### src/rtl/decode_issue_stage.sv
// Decode/issue stage: splits MIPS-style instruction fields, drives register-file read
// addresses and holds issue on RAW/WAW hazards tracked by a pending-write scoreboard.
module decode_issue_stage #(
  parameter int NREG = 32,
  parameter int IW   = 32
) (
  input  logic          clk,
  input  logic          rst,
  input  logic          in_valid,
  input  logic [IW-1:0] in_instr,
  output logic          in_ready,
  output logic          out_valid,
  input  logic          out_ready,
  output logic [4:0]    Rreg1,
  output logic [4:0]    Rreg2,
  output logic [4:0]    dest_reg,
  output logic [5:0]    opcode,
  output logic [5:0]    funct,
  output logic [4:0]    shamt,
  output logic [31:0]   imm_ext,
  output logic [25:0]   jtarget,
  output logic          illegal,
  input  logic          wb_valid,
  input  logic [4:0]    wb_reg,
  output logic          stall
);

  typedef enum logic {EMPTY, FULL} state_t;

  state_t          state, state_next;
  logic [NREG-1:0] pending, pending_next;

  logic [5:0]  dec_op;
  logic [4:0]  dec_rs, dec_rt, dec_rd;
  logic [4:0]  dec_src1, dec_src2, dec_dest;
  logic        dec_illegal;
  logic [31:0] dec_imm;
  logic        hazard;
  logic        accept;

  assign dec_op = in_instr[31:26];
  assign dec_rs = in_instr[25:21];
  assign dec_rt = in_instr[20:16];
  assign dec_rd = in_instr[15:11];

  // NOTE: every signal written in an always_comb gets a default first; a missing
  // assignment on any case branch would otherwise infer a latch.
  always_comb begin
    dec_src1    = '0;
    dec_src2    = '0;
    dec_dest    = '0;
    dec_illegal = 1'b0;
    case (dec_op)
      6'h00: begin
        dec_src1 = dec_rs;
        dec_src2 = dec_rt;
        dec_dest = dec_rd;
      end
      6'h08, 6'h09, 6'h0A, 6'h0B, 6'h0C, 6'h0D, 6'h0E, 6'h0F, 6'h23: begin
        dec_src1 = dec_rs;
        dec_dest = dec_rt;
      end
      6'h2B, 6'h04, 6'h05: begin
        dec_src1 = dec_rs;
        dec_src2 = dec_rt;
      end
      6'h02: ;
      default: dec_illegal = 1'b1;
    endcase
  end

  // Logical immediates (andi/ori/xori) zero-extend; everything else sign-extends.
  always_comb begin
    if (dec_op inside {6'h0C, 6'h0D, 6'h0E})
      dec_imm = {16'h0000, in_instr[15:0]};
    else
      dec_imm = {{16{in_instr[15]}}, in_instr[15:0]};
  end

  // Register 0 never becomes pending, so indexing it contributes no hazard.
  assign hazard   = pending[dec_src1] | pending[dec_src2] | pending[dec_dest];
  assign stall    = in_valid & hazard;
  assign in_ready = !hazard && (state == EMPTY || out_ready);
  assign accept   = in_valid & in_ready;

  always_comb begin
    state_next = state;
    case (state)
      EMPTY:   if (accept) state_next = FULL;
      FULL:    if (out_ready && !accept) state_next = EMPTY;
      default: state_next = EMPTY;
    endcase
  end

  // Clear before set, so a register retired and re-issued in the same cycle stays pending.
  always_comb begin
    pending_next = pending;
    if (wb_valid && wb_reg != 5'd0) pending_next[wb_reg] = 1'b0;
    if (accept && dec_dest != 5'd0) pending_next[dec_dest] = 1'b1;
  end

  // NOTE: sequential state uses non-blocking assignments only, so every flop samples
  // the pre-edge values regardless of statement order.
  always_ff @(posedge clk) begin
    if (rst) begin
      state   <= EMPTY;
      pending <= '0;
    end else begin
      state   <= state_next;
      pending <= pending_next;
    end
  end

  assign out_valid = (state == FULL);

  // Decoded outputs load only on accept and otherwise hold their last value.
  always_ff @(posedge clk) begin
    if (rst) begin
      Rreg1    <= '0;
      Rreg2    <= '0;
      dest_reg <= '0;
      opcode   <= '0;
      funct    <= '0;
      shamt    <= '0;
      imm_ext  <= '0;
      jtarget  <= '0;
      illegal  <= 1'b0;
    end else if (accept) begin
      Rreg1    <= dec_src1;
      Rreg2    <= dec_src2;
      dest_reg <= dec_dest;
      opcode   <= dec_op;
      funct    <= in_instr[5:0];
      shamt    <= in_instr[10:6];
      imm_ext  <= dec_imm;
      jtarget  <= in_instr[25:0];
      illegal  <= dec_illegal;
    end
  end

endmodule

### config.mk
export PLATFORM = sky130hd
export DESIGN_NAME = decode_issue_stage
export DESIGN_NICKNAME = d
export VERILOG_FILES = /design/src/rtl/decode_issue_stage.sv
export SDC_FILE = /design/constraint.sdc
export NUM_CORES = 1
export LEC_CHECK = 0
export ABC_AREA = 1
export CAP_MARGIN = 20
export CORE_MARGIN = 4
export CORE_UTILIZATION = 48
export CTS_CLUSTER_DIAMETER = 50
export DETAILED_ROUTE_END_ITERATION = 16
export PLACE_DENSITY = 0.79
export SLEW_MARGIN = 10
export SYNTH_ARGS = -nofsm -noshare
export SYNTH_HDL_FRONTEND = slang
export SYNTH_SLANG_ARGS = --single-unit
### constraint.sdc
create_clock -name clk -period 3.42 [get_ports clk]
set_clock_uncertainty 0.1 [all_clocks]
set_input_delay 0.342 -clock clk [delete_from_list [all_inputs] [get_ports clk]]
set_output_delay 0.342 -clock clk [all_outputs]
set_load 0.02 [all_outputs]
==> impl_metrics.env <==
export IMPL_synth_largest_area_cell="dfxtp_1"
export IMPL_cp_slowest_cell="clkdlybuf4s50_1"
export IMPL_area_growth_synth_to_final_pct=33.67
export IMPL_insertedDiodeCount=0
export IMPL_cp_required_ps=2980
export IMPL_largest_registers="pending x32, jtarget x10, imm_ext x8"
export IMPL_critical_path_top_delay_family="simple AND/OR/NAND/NOR gates"
export IMPL_dp_cells=1020
export IMPL_post_route_period_util_pct=93.55
export IMPL_cp_cell_sequence="clkdlybuf4s50_1, inv_1, nor2_1, nand3_1, nand3_4, inv_2, nand2_1, buf_12, nand2_2, inv_2, nand3_1, nand3_1, nand3_1, nand2_1, nand2_1, nand2_1, nand3_2, inv_1, clkbuf_2"
export IMPL_holdWs_ps=251.9
export IMPL_stdcell_area_um2=6671
export IMPL_ios=136
export IMPL_clk_latency_ps=380
export IMPL_leakagePower_nw=2.707
export IMPL_start_util_pct=50.14
export IMPL_max_vdd_ir_drop_uv=453.5
export IMPL_worstPathArrival_ps=2760
export IMPL_portBuffers=135
export IMPL_r2r_start="pending[6]$_SDFF_PP0_"
export IMPL_ys_warnings_count=0
export IMPL_slew_violations=0
export IMPL_startpoint="in_instr[31]"
export IMPL_fillers=896
export IMPL_syn_avg_cell_area_um2=6.440
export IMPL_grt_use_total_pct=28.65
export IMPL_clk_pin_slew_worst_paths_ps=80
export IMPL_dp_hpwl_mm=12.86
export IMPL_drive_gt1_share_pct=12.18
export IMPL_routedWlPerCell_um=16.34
export IMPL_critPathMaxFanout=7
export IMPL_grt_pass1_wl_mm=26.50
export IMPL_rows=36
export IMPL_initialDrtViolationCount=381
export IMPL_hold_viol_final=0
export IMPL_path_buf_inv=7
export IMPL_ys_ff_latch=82
export IMPL_cts_hold_buffers=0
export IMPL_grt_start_max_net_pins=83
export IMPL_dr_total_vias=5556
export IMPL_synth_cell_area_um2=4991
export IMPL_grt_overflow_total=0
export IMPL_synthCells=775
export IMPL_grt_pass1_vias=5199
export IMPL_die_area_um2=12090
export IMPL_layout_commonest_cell="nand2_1"
export IMPL_startpoint_type="primary input"
export IMPL_clockBufferDepth=2
export IMPL_largest_reg_flops=32
export IMPL_synth_edf_count=0
export IMPL_antenna_left=0
export IMPL_synth_cell_types=28
export IMPL_cts_tree="built"
export IMPL_slew_headroom_pct=42.61
export IMPL_finalWirelength_mm=16.93
export IMPL_ys_flop_type="dfxtp_1"
export IMPL_maxCapViolCount=0
export IMPL_syn_nets=817
export IMPL_cts_made_buffers=9
export IMPL_synth_top_area_share_pct=32.89
export IMPL_drc=0
export IMPL_fin_cells=1036
export IMPL_synthArstFlopShare_pct=0
export IMPL_synthTopCellsByArea="dfxtp_1 (33%), nand2_1 (17%), nand3_1 (11%), a21oi_1 (8.4%), buf_4 (6.6%)"
export IMPL_hp_start="in_instr[29]"
export IMPL_core_area_um2=9955
export IMPL_cpPeakStageDelay_ps=510
export IMPL_clock_sinks=82
export IMPL_die_w_um=110.0
export IMPL_status="complete, no violations"
export IMPL_first_pass_iters=5
export IMPL_die_h_um=110.0
export IMPL_ctsRootBufferMaster="clkbuf_8"
export IMPL_hold_path_class="in2reg"
export IMPL_largest_register="pending"
export IMPL_htree_num_levels=3
export IMPL_vias_per_cell=5.363
export IMPL_dpl_cell_area_um2=6436
export IMPL_crit_type="in2out"
export IMPL_max_slew_worst_pin_slew_ps=860.9
export IMPL_finalNetCount=940
export IMPL_globalplace_congestion=1.003
export IMPL_final_core_util_pct=67.02
export IMPL_setup_violations=0
export IMPL_grt_antenna_before_repair=0
export IMPL_mostFrequentLayoutCells="nand2_1 (232), clkdlybuf4s50_1 (131), nand3_1 (113), a21oi_1 (84), dfxtp_1 (82)"
export IMPL_power_density_nw_per_um2=368.4
export IMPL_fmax_ghz=0.3126
export IMPL_synth_seq_area_share_pct=32.89
export IMPL_cp_end_kind="primary output"
export IMPL_period_minus_slack_ps=3199
==> routing by layer <==
layer | vias to the layer above | GRT usage (%) | wire (um)
li1 | 2721 | - | -
met1 | 2554 | 36.29 | 7185
met2 | 245 | 47.70 | 8009
met3 | 36 | 6.057 | 1331
met4 | 0 | 10.95 | 401
met5 | - | 0 | 0
==> worst reg2reg max path, stage by stage, from the launching register on <==
cell and delay (ps):
dfxtp_1 390, or2_2 300, o2111ai_1 100, nand3_1 120, nand3_1 90, nand2_1 50, nand2_1 70, nand3_1 140
nor2_2 160, nand3_2 80, buf_4 160, nor2_8 130, buf_12 220, nand3_1 120, a21oi_1 140
==> synth_stat cells, types with 2 or more instances <==
| cell type | count |
|---|---|
| clkbuf_1 | 12 |
| nand3b_1 | 5 |
| inv_1 | 53 |
| buf_1 | 2 |
| nor2_1 | 51 |
| nand3_2 | 10 |
| dfxtp_1 | 82 |
| nand2_4 | 2 |
| o21ai_0 | 32 |
| buf_6 | 10 |
| nand2_1 | 232 |
| nand3_1 | 113 |
| buf_2 | 11 |
| a21oi_1 | 84 |
| o2111ai_1 | 3 |
| nand2_2 | 6 |
| o21ai_1 | 3 |
| buf_4 | 44 |
| nor2_2 | 4 |
| inv_2 | 7 |
| or2_2 | 2 |
==> final timing paths <==
kind	endpoint	slack, ps	cells past startpoint
worst max-delay path	in_ready	220	19
worst min-delay path	opcode[3]$_SDFFE_PP0P_	250	3
worst max register to register	pending[29]$_SDFF_PP0_	980	14
worst min register to register	Rreg1[3]$_SDFFE_PP0P_	360	2
==> repair_timing <==
item	in CTS	in global routing
endpoints found under the hold margin	0	0
setup endpoints to repair	2	2
setup buffers	0	0
gates resized for setup	4	8
==> cell type report <==
| cell class | count | area [um2] | share of cell area, % |
|---|---|---|---|
| inverters | 60 | 225.2 | 3.376 |
| clock inverters | 4 | 75.07 | 1.125 |
| well taps | 133 | 166.4 | 2.494 |
| flip-flops and latches | 82 | 1642 | 24.61 |
| repair buffers | 191 | 1822 | 27.31 |
| multi-input cells | 554 | 2596 | 38.92 |
| clock buffers | 12 | 145.1 | 2.176 |
==> kinds of logic after synthesis <==
logic type | share of synthesized area [%]
flip-flops | 32.89
AND/OR/NAND/NOR | 38.21
buffers and inverters | 15.54
AO/OA/AOI/OAI | 13.36
==> through the flow <==
stage / TNS (ps) / total power [mW] / worst slack (ps)
final: 0 / 2.458 / 220.7
after global placement: -410.7 / 1.680 / -233.8
after detailed placement: -490.3 / 1.690 / -251.4
after global routing: -0.8067 / 2.569 / -0.8067
after floorplan: 0 / 1.432 / 883.5
after CTS: 0 / 2.472 / 83.97
==> power by group <==
part           switching, mW  internal, mW  leakage [nW]
Sequential            0.0303         0.992         0.666
Clock                  0.356         0.431         0.103
Combinational          0.369         0.279          1.94
No activity file was read; power rests on OpenSTA's default activity.
